### src/rtl/qspis_clkdet_if.sv
// Pad-side SPI bus between an external QSPI master and the target clock detector.
interface qspis_clkdet_if;
  logic sck_in;
  logic ssn_in;
  logic mosi_in;
  logic miso_out;
  logic miso_oe;

  modport master (output sck_in, ssn_in, mosi_in, input miso_out, miso_oe);
  modport slave  (input sck_in, ssn_in, mosi_in, output miso_out, miso_oe);
endinterface

### src/rtl/qspis_clkdet.sv
// QSPI target clock detector: oversamples SCK/SSN/MOSI, pulses on SCK edges, shifts bytes in/out.
// Optional SCK period measurement enabled by defining QSPIS_SCK_MEAS_EN.
module qspis_clkdet #(
  parameter int SYNC_STAGES = 2,
  parameter int DATA_W      = 8,
  parameter int PERIOD_W    = 6
) (
  input  logic                clk,
  input  logic                rstn,
  qspis_clkdet_if.slave       spi,
  output logic                o_cs_active,
  output logic                o_spi_rise,
  output logic                o_spi_fall,
  output logic [DATA_W-1:0]   o_rx_data,
  output logic                o_rx_valid,
  input  logic [DATA_W-1:0]   i_tx_data,
  output logic                o_tx_req,
  output logic [PERIOD_W-1:0] o_meas_period,
  output logic                o_meas_valid
);

  localparam int CNT_W = $clog2(DATA_W);
  localparam logic [CNT_W-1:0] LAST_BIT = CNT_W'(DATA_W - 1);

  logic [SYNC_STAGES-1:0] r_sck_sync;
  logic [SYNC_STAGES-1:0] r_ssn_sync;
  logic [SYNC_STAGES-1:0] r_mosi_sync;
  logic                   r_sck_hist;
  logic                   r_cs;
  logic                   r_rise;
  logic                   r_fall;
  logic [CNT_W-1:0]       r_bit_cnt;
  logic [DATA_W-2:0]      r_rx_shift;
  logic [DATA_W-1:0]      r_rx_data;
  logic                   r_rx_valid;
  logic [DATA_W-1:0]      r_tx_shift;
  logic                   r_tx_req;

  logic w_sck;
  logic w_ssn;
  logic w_mosi;

  assign w_sck  = r_sck_sync[SYNC_STAGES-1];
  assign w_ssn  = r_ssn_sync[SYNC_STAGES-1];
  assign w_mosi = r_mosi_sync[SYNC_STAGES-1];

  always_ff @(posedge clk or negedge rstn) begin
    if (!rstn) begin
      r_sck_sync  <= '1;
      r_ssn_sync  <= '1;
      r_mosi_sync <= '0;
      r_sck_hist  <= 1'b1;
      r_cs        <= 1'b0;
      r_rise      <= 1'b0;
      r_fall      <= 1'b0;
    end else begin
      r_sck_sync  <= {r_sck_sync[SYNC_STAGES-2:0], spi.sck_in};
      r_ssn_sync  <= {r_ssn_sync[SYNC_STAGES-2:0], spi.ssn_in};
      r_mosi_sync <= {r_mosi_sync[SYNC_STAGES-2:0], spi.mosi_in};
      r_sck_hist  <= w_sck;
      r_cs        <= ~w_ssn;
      r_rise      <= r_cs & w_sck & ~r_sck_hist;
      r_fall      <= r_cs & ~w_sck & r_sck_hist;
    end
  end

  // A pulse registered just as cs drops is swallowed by the idle clear below.
  always_ff @(posedge clk or negedge rstn) begin
    if (!rstn) begin
      r_bit_cnt  <= '0;
      r_rx_shift <= '0;
      r_rx_data  <= '0;
      r_rx_valid <= 1'b0;
      r_tx_shift <= '0;
      r_tx_req   <= 1'b0;
    end else begin
      r_rx_valid <= 1'b0;
      r_tx_req   <= 1'b0;
      if (!r_cs) begin
        r_bit_cnt  <= '0;
        r_rx_shift <= '0;
      end else if (r_rise) begin
        r_rx_shift <= {r_rx_shift[DATA_W-3:0], w_mosi};
        if (r_bit_cnt == LAST_BIT) begin
          r_bit_cnt  <= '0;
          r_rx_data  <= {r_rx_shift, w_mosi};
          r_rx_valid <= 1'b1;
        end else begin
          r_bit_cnt <= r_bit_cnt + 1'b1;
        end
      end else if (r_fall) begin
        if (r_bit_cnt == '0) begin
          r_tx_shift <= i_tx_data;
          r_tx_req   <= 1'b1;
        end else begin
          r_tx_shift <= {r_tx_shift[DATA_W-2:0], 1'b0};
        end
      end
    end
  end

  assign spi.miso_out = r_tx_shift[DATA_W-1];
  assign spi.miso_oe  = r_cs;
  assign o_cs_active  = r_cs;
  assign o_spi_rise   = r_rise;
  assign o_spi_fall   = r_fall;
  assign o_rx_data    = r_rx_data;
  assign o_rx_valid   = r_rx_valid;
  assign o_tx_req     = r_tx_req;

`ifdef QSPIS_SCK_MEAS_EN
  logic [PERIOD_W-1:0] r_per_cnt;
  logic [PERIOD_W-1:0] r_meas_period;
  logic                r_meas_valid;
  logic                r_fall_seen;
  logic [PERIOD_W-1:0] w_per_inc;

  assign w_per_inc = (&r_per_cnt) ? r_per_cnt : r_per_cnt + 1'b1;

  // The first fall in a cs window only arms the measurement.
  always_ff @(posedge clk or negedge rstn) begin
    if (!rstn) begin
      r_per_cnt     <= '0;
      r_meas_period <= '0;
      r_meas_valid  <= 1'b0;
      r_fall_seen   <= 1'b0;
    end else begin
      r_meas_valid <= 1'b0;
      if (!r_cs) begin
        r_per_cnt   <= '0;
        r_fall_seen <= 1'b0;
      end else if (r_fall) begin
        r_per_cnt   <= '0;
        r_fall_seen <= 1'b1;
        if (r_fall_seen) begin
          r_meas_period <= w_per_inc;
          r_meas_valid  <= 1'b1;
        end
      end else begin
        r_per_cnt <= w_per_inc;
      end
    end
  end

  assign o_meas_period = r_meas_period;
  assign o_meas_valid  = r_meas_valid;
`else
  assign o_meas_period = '0;
  assign o_meas_valid  = 1'b0;
`endif

endmodule

### src/flat_wrapper.sv
// flat-port wrapper written by rule: the top's interface ports become plain ports
module qspis_clkdet_flat 
#(
  parameter int SYNC_STAGES = 2,
  parameter int DATA_W      = 8,
  parameter int PERIOD_W    = 6
)
  (clk, rstn, o_cs_active, o_spi_rise, o_spi_fall, o_rx_data, o_rx_valid, i_tx_data, o_tx_req, o_meas_period, o_meas_valid, spi_sck_in, spi_ssn_in, spi_mosi_in, spi_miso_out, spi_miso_oe);
  qspis_clkdet_if spi_i ();
  input  logic clk;
  input  logic rstn;
  output logic o_cs_active;
  output logic o_spi_rise;
  output logic o_spi_fall;
  output logic [DATA_W-1:0] o_rx_data;
  output logic o_rx_valid;
  input  logic [DATA_W-1:0] i_tx_data;
  output logic o_tx_req;
  output logic [PERIOD_W-1:0] o_meas_period;
  output logic o_meas_valid;
  input wire logic [$bits(spi_i.sck_in)-1:0] spi_sck_in;
  input wire logic [$bits(spi_i.ssn_in)-1:0] spi_ssn_in;
  input wire logic [$bits(spi_i.mosi_in)-1:0] spi_mosi_in;
  output wire logic [$bits(spi_i.miso_out)-1:0] spi_miso_out;
  output wire logic [$bits(spi_i.miso_oe)-1:0] spi_miso_oe;
  assign spi_i.sck_in = spi_sck_in;
  assign spi_i.ssn_in = spi_ssn_in;
  assign spi_i.mosi_in = spi_mosi_in;
  assign spi_miso_out = spi_i.miso_out;
  assign spi_miso_oe = spi_i.miso_oe;
  qspis_clkdet #(.SYNC_STAGES(SYNC_STAGES), .DATA_W(DATA_W), .PERIOD_W(PERIOD_W)) u_core (.clk(clk), .rstn(rstn), .spi(spi_i), .o_cs_active(o_cs_active), .o_spi_rise(o_spi_rise), .o_spi_fall(o_spi_fall), .o_rx_data(o_rx_data), .o_rx_valid(o_rx_valid), .i_tx_data(i_tx_data), .o_tx_req(o_tx_req), .o_meas_period(o_meas_period), .o_meas_valid(o_meas_valid));
endmodule
### config.mk
export PLATFORM = sky130hd
export DESIGN_NAME = qspis_clkdet_flat
export DESIGN_NICKNAME = d
export VERILOG_FILES = /design/src/rtl/qspis_clkdet_if.sv /design/src/rtl/qspis_clkdet.sv /design/src/flat_wrapper.sv
export SDC_FILE = /design/constraint.sdc
export NUM_CORES = 1
export LEC_CHECK = 0
export CAP_MARGIN = 0
export CORE_ASPECT_RATIO = 1.75
export CORE_MARGIN = 3
export CORE_UTILIZATION = 39
export CTS_CLUSTER_DIAMETER = 40
export DETAILED_ROUTE_END_ITERATION = 7
export DONT_BUFFER_PORTS = 1
export HOLD_SLACK_MARGIN = 0.1
export PLACE_DENSITY = 0.63
export SYNTH_ARGS = -nofsm -noshare
export SYNTH_HDL_FRONTEND = slang
export SYNTH_SLANG_ARGS = --single-unit
### constraint.sdc
create_clock -name clk -period 1.9 [get_ports clk]
set_input_delay 0.57 -clock clk [delete_from_list [all_inputs] [get_ports clk]]
set_output_delay 0.57 -clock clk [all_outputs]
set_load 0.01 [all_outputs]
==> Yosys cells after proc, flatten, opt, wreduce, memory -nomap -nowiden <==
Index checks and enable logic that the tools add are counted.
Widths: inputs -> output; s select.
{ "op_classes": {"n_eq_ne": 2, "mux": 13, "n_reduce_logical": 3, "n_addsub": 1, "bitwise": 8} }
{ "op_table": {"columns": ["op", "count"], "rows": [
  ["$mux 7", 2],
  ["$mux 3", 3],
  ["$mux 8", 1],
  ["$mux 1", 7],
  ["$reduce_and 3->1", 2],
  ["$and 1x1->1", 4],
  ["$not 1->1", 4],
  ["$add 3x1->3 const B", 1],
  ["$eq 3x3->1 const B", 1],
  ["$logic_not 3->1", 1],
  ["$ne 2x2->1 const B", 1]
]} }
{ "word_totals": {"ff_bits": 38, "word_cells": 40, "input_bits": 13, "out_inout_bits": 22} }

==> Depth between registers and ports, before layout <==
Gate-level depths: netlist of the first run.
{ "logic_depth": {"depth_word": 5, "mapped_depth": 6, "depth_no_buf": 5} }

==> Worst setup path after synthesis of the first run <==
Ideal clock, no wire load.
{ "synth_timing": {"path_kind": "register to register", "start": "register u_core.r_bit_cnt[0]", "end": "register u_core.r_rx_data[0], in the netlist u_core.o_rx_data[0]", "arrival_time_ns": 1.246, "setup_time_ns": 0.125, "stages_incl_launch_ff": 5, "period_less_slack_ns": 1.371, "slack_ns": 0.529, "path_cell_list": "dfrtp_1 ha_1 ha_1 nand3_4 mux2_2"} }
{ "synth_between": {"elab_chain_cells": 2} }
{ "synth_lines": {"columns": ["element", "line_no", "text"], "rows": [
  ["from (decl)", "qspis_clkdet.sv:32", "logic [CNT_W-1:0] r_bit_cnt;"],
  ["from (signal assigned)", "qspis_clkdet.sv:89", "r_bit_cnt <= r_bit_cnt + 1'b1;"],
  ["$eq 3x3->1", "qspis_clkdet.sv:84", "if (r_bit_cnt == LAST_BIT) begin"],
  ["$reduce_and 3->1 (no line)", null, null],
  ["to (signal assigned)", "qspis_clkdet.sv:86", "r_rx_data <= {r_rx_shift, w_mosi};"],
  ["to (decl)", "qspis_clkdet.sv:34", "logic [DATA_W-1:0] r_rx_data;"]
]} }
No other way between the ends.
A chain may end at the register's enable or synchronous reset.

==> Worst setup path after layout of the first run <==
{ "layout_timing": {"start": "register u_core.r_cs, in the netlist u_core.o_cs_active", "end": "output o_cs_active"} }
{ "layout_lines": {"columns": ["element", "line_no", "text"], "rows": [
  ["from (decl)", "qspis_clkdet.sv:29", "logic r_cs;"],
  ["from (signal assigned)", "qspis_clkdet.sv:61", "r_cs <= ~w_ssn;"],
  ["to (decl)", "flat_wrapper.sv:12", "output logic o_cs_active;"]
]} }
No word-level cell between the ends.

==> flow_summary.yaml, run 1 <==
run_status:
  outcome: "complete, no violations"
final_layout:
  diodes: 0
  finish.utilization_pct: 43.8
  drive_above_1_share_pct: 21.6
  area.growth.synth_to_final_pct: 8.40
  nets: 140
setup_path:
  crit_end: "o_cs_active"
  rrSetupSlack_ns: 0.44
  critPathLaunch: "u_core.o_cs_active"
  r2r_end: "u_core.o_rx_data[5]"
  cp_max_fo: 7
  reg2regPathDepth: 4
  cp-end-kind: "output port"
  cp_data_required_time_ns: 1.33
  regToRegStartpoint: "u_core.r_bit_cnt[0]"
  arrival_ns: 0.91
  worstSetupPathType: "flop to output port"
  crit_path_start_kind: "flop"
  path_depth: 0
routing:
  drt_first_pass_iters: 4
  via_per_inst: 4.66
  wl_met2_mm: 1.14
  drt-initial-drc-count: 16
  drc: 0
  wl_mm: 2.34
  post_drt_wl_per_cell_um: 13.5
  ant_nets: 0
  dr_wl_met3_um: 238
  num_vias: 807
  top_layer: "met4"
  wl_met1_um: 929
sta:
  period_share_pct: 77.9
  holdWs_ns: 0.281
  hold_violations: 0
  fin_setup_tns_ns: 0
  setup_slack_ns: 0.421
  rsz0062_at_grt: "false"
  maxSlewViolCount: 0
  finalClockSkew_ns: 0.00306
  setup_viol: 0
  fmax_mhz: 676
  finalCriticalPeriod_ns: 1.48
grt:
  grt_remaining_overflow: 0
  track_usage_pct: 10.7
  grt_max_degree: 34
  grt_pass1_wl_mm: 3.80
  antenna_found_initial: 0
  grt_pass1_vias: 823
synthesis:
  synth_area_um2: 1580
  synth_top_area_share_pct: 52.3
  ys_seq_area_share_pct: 60.6
  synthTopCellsByArea: "dfrtp_1 (52%), mux2i_1 (10%), dfstp_2 (8.3%)"
  ys_types: 20
  synth_warnings: 0
  synth.most_common_cell: "dfrtp_1"
  synth-seq-cells: 38
  synth-edff-count: 0
  yosys.area.top_type: "dfrtp_1"
  postSynthCellCount: 118
  avgSynthCellArea_um2: 13.4
  postSynth.asyncResetShare_pct: 100
  synth_ff_type: "dfrtp_1"
  synthTopCellsByCount: "dfrtp_1 (33), mux2i_1 (16), nand2_1 (10), nor2b_1 (10), buf_4 (9)"
floorplanning:
  die_w_um: 54.1
  die_area_um2: 4880
  rows: 30
  coreArea_um2: 3900
  start_util_pct: 40.4
  top_level_ports: 35
  die_y_um: 90.2
clock_network:
  clk_pin_slew_ns: 0.06
  cts.path.max_buffers: 2
  cts.sinks: 38
  clk_latency_ns: 0.28
  cts_tree: "built"
  cts_root_buf: "clkbuf_8"
  cts_resized: 0
  cts.htree.levels: 2
  cts_buffers: 5
power_and_ir_drop:
  p_leak_nw: 0.862
  peakVddDrop_uv: 651
  finalPower_mw: 1.55
  power_density_nw_per_um2: 907
min_path:
  worstHoldPathType: "input pin to flop"
placement:
  dp_hpwl_mm: 1.61
  portBuffers: 0
  place_ws_ns: 0.442
  gp_congestion: 0.672
flow_run:
  cap_violations: 0
## per-layer routing
metal	global-route usage, %	vias up
li1	-	385
met1	11.6	392
met2	16.4	28
met3	5.80	2
met4	4.99	0
met5	0	-
## sequential cells by signal, indices dropped and copies added, names as in the netlist
register / count
u_core.r_tx_shift: 8
u_core.o_tx_req: 1
u_core.r_sck_hist: 1
u_core.o_rx_data: 8
u_core.o_spi_rise: 1
u_core.r_rx_shift: 7
u_core.o_rx_valid: 1
u_core.r_ssn_sync: 2
u_core.o_cs_active: 1
u_core.o_spi_fall: 1
u_core.r_sck_sync: 2
u_core.r_bit_cnt: 3
u_core.r_mosi_sync: 2
## cells by family (layout without fill, tap and decap cells)
logic type,after synthesis,count (layout),share of synthesized area [%]
buffers and inverters,16,17,6.89
AO/OA/AOI/OAI,9,9,3.01
adder cells (fa/ha/maj),3,3,2.38
other,1,7,0.237
AND/OR/NAND/NOR,27,27,11.0
multiplexers,24,24,15.8
flip-flops,38,38,60.6
## cell type report
class	count	area [um2]
Clock inverter	1	5.00
Inverter	4	15.0
Sequential cell	38	957
Multi-Input combinational cell	70	536
Timing Repair Buffer	5	52.6
Fill cell	374	2190
Tap cell	48	60.1
Clock buffer	7	86.3
## how the worst min path moves through the flow
stage / startpoint / endpoint / cells past startpoint
2_1_floorplan: rstn / u_core.o_cs_active / 0
3_3_place_gp: rstn / u_core.r_tx_shift[1] / 0
3_5_place_dp: rstn / u_core.r_tx_shift[2] / 0
4_1_cts: rstn / u_core.r_tx_shift[4] / 1
5_1_grt: spi_sck_in / u_core.r_sck_sync[0] / 0
6_report: spi_ssn_in / u_core.r_ssn_sync[0] / 0
## power breakdown
group          total, mW  internal, mW  switching (mW)  leakage [nW]
Combinational      0.107        0.0460          0.0612         0.324
Sequential         0.902         0.867          0.0348         0.490
Clock              0.543         0.292           0.251        0.0482
## cells in the final DEF, fill, tap and decap left out
cell and n:
ha_1 3, conb_1 7, buf_12 1, and3b_1 1, dfstp_2 5, o21ai_0 8, nor3b_2 1, clkbuf_1 1
nor3b_1 1, buf_4 3, nand2_1 10, dlygate4sd3_1 1, o21a_1 1, nor2_1 2, nor2b_1 10, inv_1 4
dfrtp_1 33, nand3b_4 1, nand3_4 1, mux2i_1 16, clkinv_2 1, clkbuf_8 6, mux2_2 8
## per-stage QoR
step / cell area, um2 / instances
after global routing: 1710 / 173
after CTS: 1700 / 172
after global placement: 1590 / 163
after floorplan: 1600 / 124
after detailed placement: 1590 / 163
final: 1710 / 173
## repair_timing
item / in CTS / in global routing
hold buffers: 1 / 1
hold endpoints to repair: 33 / 8
setup buffers: 0 / 0
Power figures use the tool's default switching activity.
==> inputs of run 2 (changes only) <==
==> constraint.sdc (replaced) <==
create_clock -name clk -period 1.5 [get_ports clk]
set_input_delay 0.45 -clock clk [delete_from_list [all_inputs] [get_ports clk]]
set_output_delay 0.45 -clock clk [all_outputs]
set_load 0.01 [all_outputs]
==> run 2 against run 1 <==
Compared with the run above: sequential power grew 26%; worst setup slack lost 0.35 ns; via count grew 3.3%; sequential cell count unchanged; clock power up 56%; largest cell class unchanged; critical path depth is 4 higher; worst hold slack worse by 0.12 ns; total power up 37%; non-clock buffer count grew 1; wire length grew 4.7%; utilization up 1.3 points; global-route usage increased by 0.22 points; largest power group unchanged.
==> flow_summary.yaml, run 2 (same netlist as run 1, synthesis figures left out) <==
run_status:
  outcome: "complete, no violations"
final_layout:
  drive_above_1_share_pct: 26.8
  layout_common_cells: "dfrtp_1 (32), mux2i_1 (16), nand2_1 (10), nor2b_1 (9)"
  mostFrequentLayoutCell: "dfrtp_1"
  finish.utilization_pct: 45.1
  nets: 142
  diodes: 0
  area.growth.synth_to_final_pct: 11.6
setup_path:
  cp_data_required_time_ns: 1.68
  crit_path_start_kind: "flop"
  regToRegStartpoint: "u_core.r_bit_cnt[0]"
  slowest_stage: "dfrtp_1"
  cp-end-kind: "flop"
  cp_max_fo: 4
  path_cells: "ha_1 > ha_2 > nand3_2 > mux2_2"
  arrival_ns: 1.60
  slowest_delay_ns: 0.41
  rrSetupSlack_ns: 0.07
  r2r_end: "u_core.o_rx_data[4]"
  reg2regPathDepth: 4
  worstSetupPathType: "flop to flop"
routing:
  ant_nets: 0
  wl_mm: 2.45
  num_vias: 834
  drt-initial-drc-count: 10
  post_drt_wl_per_cell_um: 14.0
  drc: 0
  drt_first_pass_iters: 2
  via_per_inst: 4.77
clock_network:
  cts.sinks: 38
  cts.path.max_buffers: 2
  cts_root_buf: "clkbuf_8"
  clk_latency_ns: 0.29
  post-cts-setup-buffers: 0
  cts_buffers: 5
  cts_tree: "built"
  cts.htree.levels: 2
  clk_pin_slew_ns: 0.07
floorplanning:
  coreArea_um2: 3900
  rows: 30
  die_y_um: 90.2
  die_area_um2: 4880
  die_w_um: 54.1
  start_util_pct: 40.4
  top_level_ports: 35
min_path:
  hold_depth: 0
  min-delay-start: "spi_sck_in"
  worstHoldEndpoint: "u_core.r_sck_sync[0]"
  worstHoldPathType: "input pin to flop"
grt:
  antenna_found_initial: 0
  grt_pass1_wl_mm: 3.90
  grt_pass1_vias: 884
  grt_remaining_overflow: 0
  track_usage_pct: 10.9
  grt_max_degree: 39
sta:
  finalClockSkew_ns: 0.00404
  fin_setup_tns_ns: 0
  finalCriticalPeriod_ns: 1.43
  fmax_mhz: 700
  period_share_pct: 95.2
  hold_violations: 0
  setup_slack_ns: 0.0719
  setup_viol: 0
  maxSlewViolCount: 0
  holdWs_ns: 0.157
placement:
  place_ws_ns: 0.0249
  portBuffers: 0
  gp_congestion: 0.676
  dp_hpwl_mm: 1.62
power_and_ir_drop:
  peakVddDrop_uv: 899
  p_leak_nw: 0.869
  power_density_nw_per_um2: 1210
flow_run:
  cap_violations: 0
==> run 2: where the power goes <==
| group | switching (mW) | leakage (nW) | internal (mW) |
|---|---|---|---|
| clock | 0.353 | 0.0504 | 0.494 |
| combinational | 0.0804 | 0.330 | 0.0616 |
| sequential | 0.0440 | 0.489 | 1.10 |
| total | 0.477 | 0.869 | 1.65 |
==> run 2: final cells by class <==
type	instances	area, um2
well taps	48	60.1
clock inverters	3	45.0
flip-flops and latches	38	958
fillers	366	2140
multi-input cells	71	551
inverters	4	15.0
clock buffers	5	68.8
repair buffers	6	63.8
==> run 2: worst max-delay path: cells and delay by family (launching register included) <==
kind,cells,cell delay (ns)
fa+ha+maj,2,0.42
flops,1,0.41
mux,1,0.35
simple gates,1,0.13
==> run 2: routing by layer <==
layer | wire length, um | global-route usage (%) | share of wire (%)
met5 | 0 | 0 | 0
met4 | 44 | 4.37 | 1.8
met3 | 221 | 5.64 | 9.0
met2 | 1250 | 17.3 | 51
met1 | 930 | 11.8 | 38
==> run 2: how the worst max path moves through the flow <==
stage / to / slack [ns] / from
2_1_floorplan: u_core.o_rx_data[0] / 0.13 / u_core.r_bit_cnt[0]
3_3_place_gp: u_core.o_rx_data[1] / 0.08 / u_core.r_bit_cnt[1]
3_5_place_dp: u_core.o_rx_data[7] / 0.02 / u_core.r_bit_cnt[0]
4_1_cts: o_cs_active / 0.0005 / u_core.o_cs_active
5_1_grt: u_core.r_tx_shift[6] / -0.003 / u_core.r_bit_cnt[0]
6_report: u_core.o_rx_data[4] / 0.07 / u_core.r_bit_cnt[0]
==> run 2: stage by stage <==
stage          cells  instance area, um2  power [mW]
2_1_floorplan    124                1600        1.26
3_3_place_gp     164                1600        1.27
3_5_place_dp     164                1600        1.28
4_1_cts          174                1740        2.17
5_1_grt          175                1760        2.25
6_report         175                1760        2.13
==> run 2: what timing repair did <==
item                                   4_1_cts  5_1_grt
hold buffers                                 2        0
resized for setup                            0        5
setup endpoints to repair                    0       16
endpoints found under the hold margin       38        0
